### config.mk
export PLATFORM = sky130hd
export DESIGN_NAME = led_pattern_gen
export DESIGN_NICKNAME = d
export VERILOG_FILES = /design/src/rtl/led_pattern_gen.sv
export SDC_FILE = /design/constraint.sdc
export NUM_CORES = 1
export LEC_CHECK = 0
export ABC_AREA = 1
export CAP_MARGIN = 20
export CORE_AREA = 2 2 118 63
export DETAILED_ROUTE_END_ITERATION = 6
export DIE_AREA = 0 0 120 65
export PLACE_DENSITY_LB_ADDON = 0.12
export SLEW_MARGIN = 20
export SYNTH_ARGS = -nofsm -noshare
export SYNTH_HDL_FRONTEND = slang
export SYNTH_SLANG_ARGS = --single-unit
### constraint.sdc
create_clock -name clk -period 4 [get_ports clk]
set_clock_uncertainty 0.05 [all_clocks]
set_input_delay 0.8 -clock clk [delete_from_list [all_inputs] [get_ports clk]]
set_output_delay 0.8 -clock clk [all_outputs]
set_load 0.01 [all_outputs]
### src/rtl/led_pattern_gen.sv
// Multi-channel LED pattern generator: per-channel OFF/ON/BLINK/PWM driven from
// a shared blink prescaler and a shared PWM counter, with a global phase resync.
module led_pattern_gen #(
    parameter int unsigned NUM_CH      = 4,
    parameter int unsigned HALF_PERIOD = 5_000_000,
    parameter int unsigned CNT_W       = 24,
    parameter int unsigned PWM_W       = 8
) (
    input  logic                      clk,
    input  logic                      rst,
    input  logic [2*NUM_CH-1:0]       mode,
    input  logic [PWM_W*NUM_CH-1:0]   duty,
    input  logic                      sync_req,
    output logic [NUM_CH-1:0]         led,
    output logic                      tick
);

    typedef enum logic [1:0] {
        MODE_OFF   = 2'b00,
        MODE_ON    = 2'b01,
        MODE_BLINK = 2'b10,
        MODE_PWM   = 2'b11
    } mode_e;

    localparam logic [CNT_W-1:0] PRESC_TC = CNT_W'(HALF_PERIOD - 32'd1);
    localparam logic [PWM_W-1:0] PWM_TC   = PWM_W'((32'd1 << PWM_W) - 32'd2);

    logic [CNT_W-1:0]  presc_q, presc_d;
    logic              phase_q, phase_d;
    logic [PWM_W-1:0]  pwm_q,   pwm_d;
    logic              tick_q,  tick_d;
    logic [NUM_CH-1:0] led_q,   led_d;
    logic              presc_tc_c;

    // Shared timebase; a resync request overrides the terminal-count wrap.
    always_comb begin
        presc_tc_c = (presc_q == PRESC_TC);
        presc_d    = presc_tc_c ? '0 : presc_q + CNT_W'(1);
        phase_d    = phase_q ^ presc_tc_c;
        pwm_d      = (pwm_q == PWM_TC) ? '0 : pwm_q + PWM_W'(1);
        tick_d     = presc_tc_c;
        if (sync_req) begin
            presc_d = '0;
            phase_d = 1'b0;
            pwm_d   = '0;
            tick_d  = 1'b0;
        end
    end

    // Per-channel drive from the current (pre-update) counter state.
    always_comb begin
        led_d = '0;
        for (int i = 0; i < int'(NUM_CH); i++) begin
            case (mode_e'(mode[2*i +: 2]))
                MODE_OFF:   led_d[i] = 1'b0;
                MODE_ON:    led_d[i] = 1'b1;
                MODE_BLINK: led_d[i] = phase_q;
                MODE_PWM:   led_d[i] = (pwm_q < duty[PWM_W*i +: PWM_W]);
                default:    led_d[i] = 1'b0;
            endcase
        end
    end

    always_ff @(posedge clk) begin
        if (rst) begin
            presc_q <= '0;
            phase_q <= 1'b0;
            pwm_q   <= '0;
            tick_q  <= 1'b0;
            led_q   <= '0;
        end else begin
            presc_q <= presc_d;
            phase_q <= phase_d;
            pwm_q   <= pwm_d;
            tick_q  <= tick_d;
            led_q   <= led_d;
        end
    end

    assign led  = led_q;
    assign tick = tick_q;

endmodule

==> summary.md <==
| Metric | Value |
|---|---|
| Status | complete, no violations |
| CTS tree | yes |
| Sw Share | 21.63% |
| CTS sink cnt | 38 |
| VDD IR max | 0.1834 mV |
| Data required, critical path | 4.14 ns |
| Most frequent cells in the layout | nand2_1 (113), nor2_1 (66), inv_1 (64) |
| Setup crit end kind | flop |
| CP max FO | 8 |
| Global route total overflow | 0 |
| DR top layer | met4 |
| Largest net degree at the start of global routing | 25 |
| Post CTS Setup Buffer Count | 0 |
| RSZ-0062 raised after global routing | no |
| # setup viols final | 0 |
| Internal power | 684.4 uW |
| Startpoint types | input port |
| Synth Area in Adders | 14.79% |
| Syn-to-layout area delta | 27.29% |
| Core ar. | 6909 sq um |
| Clock latency on the worst-skew pair | 0.28 ns |
| Final ANT Viol Nets | 0 |
| Antenna fix cells | 0 |
| Arr. time, crit path | 2.19 ns |
| First-pass iteration count of the detailed router | 4 |
| Via Count | 2477 |
| Number of global-route vias before repair | 2220 |
| Clock root cell | clkbuf_16 |
| Die area | 7800 sq um |
| Flops & latches, synth | 38 |
| Critical path class | in -> reg |
| Seq/Total Area, Yosys | 29.01% |
| Fin. Hold Viols | 0 |
| Die Span X | 120 um |
| Clock-pin slew on the worst setup and hold paths | 0.06 ns |
| GRT Total Usage | 17.25% |
| Fmax | 0.4876 GHz |
| Largest stage delay on the critical path | 0.44 ns |
| Dominant cell type by area after synthesis | dfxtp_1 |
| Total power | 873.3 uW |
| Relative slew margins | 64.05% |
| Metal-1 WL | 3573 um |
| Leak | 1.504 nW |
| Synth unique cells | 24 |
| Compound-Gate Fraction of Synth Area | 6.298% |
| XOR/XNOR Fraction of Synth Area | 5.010% |
| Ports | 48 |
| H-Tree Depth | 2 |
| Synthesized net count | 476 |
| DRC | 0 |
| Cts hold-fix bufs | 0 |
| Slew @ Worst Pin | 0.5356 ns |
| Final wirelength | 6284 um |
| Cell Area, Synth | 2623 sq um |
| HP Class | reg -> reg |
| Setup TNS Final | 0 ns |
| Vert. Die Dim | 65 um |
| Drt wl/cell | 11.40 um |
| CTS buffer count | 5 |
| Mapped Cells | 402 |
| HPWL after detailed placement | 5080 um |
| Post-CTS sizing | 0 |
| Combinational power share | 10.5% |
| Max-slew violation count | 0 |
| Global-route wire length before repair | 10450 um |
| Power per cell area | 261.6 nW/um^2 |
| Cell breakdown of the critical path | clkdlybuf4s50_1 > nor2_1 > o21ai_1 > nor3b_1 |
| Simple-gate share of the synthesized area | 34.30% |
| Max_cap viols | 0 |
| Period utilization | 51.28% |
| Largest family of logic cells by synthesized area | simple AND/OR/NAND/NOR gates |
| Mux contribution to synthesized area | 0% |
| Worst reg2reg setup slack | 2.13 ns |
| Commonest non-fill, non-tap cell in the layout | nand2_1 |
| Via-to-Cell Ratio | 4.495 |
| GPL Wtd Cong | 0.9051 |
| Initial antenna violation count | 0 |
| Final core utilization | 48.32% |
| Seq pwr share | 44.2% |
| DRT iter0 DRCs | 175 |
| Met3 WL | 560 um |
| Syn. warnings | 0 |
| Post-route minimum period | 2.051 ns |
| CP max stage cell | clkdlybuf4s50_1 |
| Top cell type's share of synthesized area | 29.01% |
| Final net count | 528 |
| Initial Util | 37.96% |
| Synth Area per Inst | 6.524 sq um |
| Fraction of layout cells with a size suffix above 1 | 3.516% |
| Met2 wire length | 2087 um |
| Cell row count | 22 |
| Share of power burned in the clock network | 45.2% |
| Ranking of synthesized cells by area | dfxtp_1 (29%), nand2_1 (16%), ha_1 (15%), nor2_1 (9.4%), inv_1 (9.2%) |
| Switch Pwr | 188.9 uW |
| Max clock buf depth | 2 |
| PortBufs | 47 |
registers in the layout, summed over array words and instances, names as in the netlist:
register and flops:
presc_q 24, tick 1, pwm_q 8, led 4, phase_q 1
layer usage:
metal	track usage, %	up-vias
met5	0	-
met4	3.971	0
met3	4.225	7
met2	22.66	63
met1	27.18	1047
li1	-	1360
critical path: cells and delay by family:
family / cells / cell delay (ns)
and+or+nand+nor: 2 / 0.64
buffers and inverters: 1 / 0.44
AOI/OAI and AO/OA: 1 / 0.32
path summary, 6_finish.rpt:
path	from	to	depth (start not counted)
setup / recovery	rst	pwm_q[4]	4
hold reg to reg	presc_q[23]	presc_q[23]	2
setup reg to reg	presc_q[0]	presc_q[20]	6
hold / removal	presc_q[23]	presc_q[23]	2
power by group through the flow:
stage          Clock (mW)  Sequential, mW  Combinational (mW)
2_1_floorplan           0           0.395              0.0376
3_3_place_gp            0           0.395              0.0906
3_5_place_dp            0           0.395              0.0925
4_1_cts             0.403           0.386              0.0931
5_1_grt             0.417           0.387               0.103
6_report            0.395           0.386              0.0917
stage by stage:
stage	setup slack (ns)	instances	instance area [sq um]	hold WS, ns
global route	1.781	551	3338	0.4435
global placement	1.730	543	3191	0.3971
finish	1.949	551	3338	0.4106
floorplan	2.332	402	2623	0.3863
detailed placement	1.655	543	3191	0.4064
CTS	1.924	551	3338	0.4144
cell families after synthesis:
kind of cell,after synthesis
adder cells (fa/ha/maj),31
flip-flops,38
buffers and inverters,70
XOR/XNOR,15
AO/OA/AOI/OAI,32
AND/OR/NAND/NOR,216
layout make-up:
class	count	area, sq um
flip-flops and latches	38	760.7
multi-input cells	294	1584
well taps	96	120.1
fillers	704	3571
clock buffers	7	142.6
clock inverters	1	5.005
inverters	68	255.2
repair buffers	47	470.5
Yosys cell counts:
cell type and number:
nor3_1 9, nor2_2 2, nor3b_1 1, xnor2_1 6, a21oi_1 24, clkinv_1 1
nor2_1 66, nand2_1 113, nand2_4 1, nand3_2 3, buf_6 2, o21ai_0 5
nand4_1 6, inv_2 3, o21ai_1 1, nand3_1 11, nand3b_1 3, xor2_1 9
and3_1 1, o21bai_1 1, dfxtp_1 38, o21a_1 1, inv_1 64, ha_1 31
Note: power is estimated with default switching activity, not from simulation.
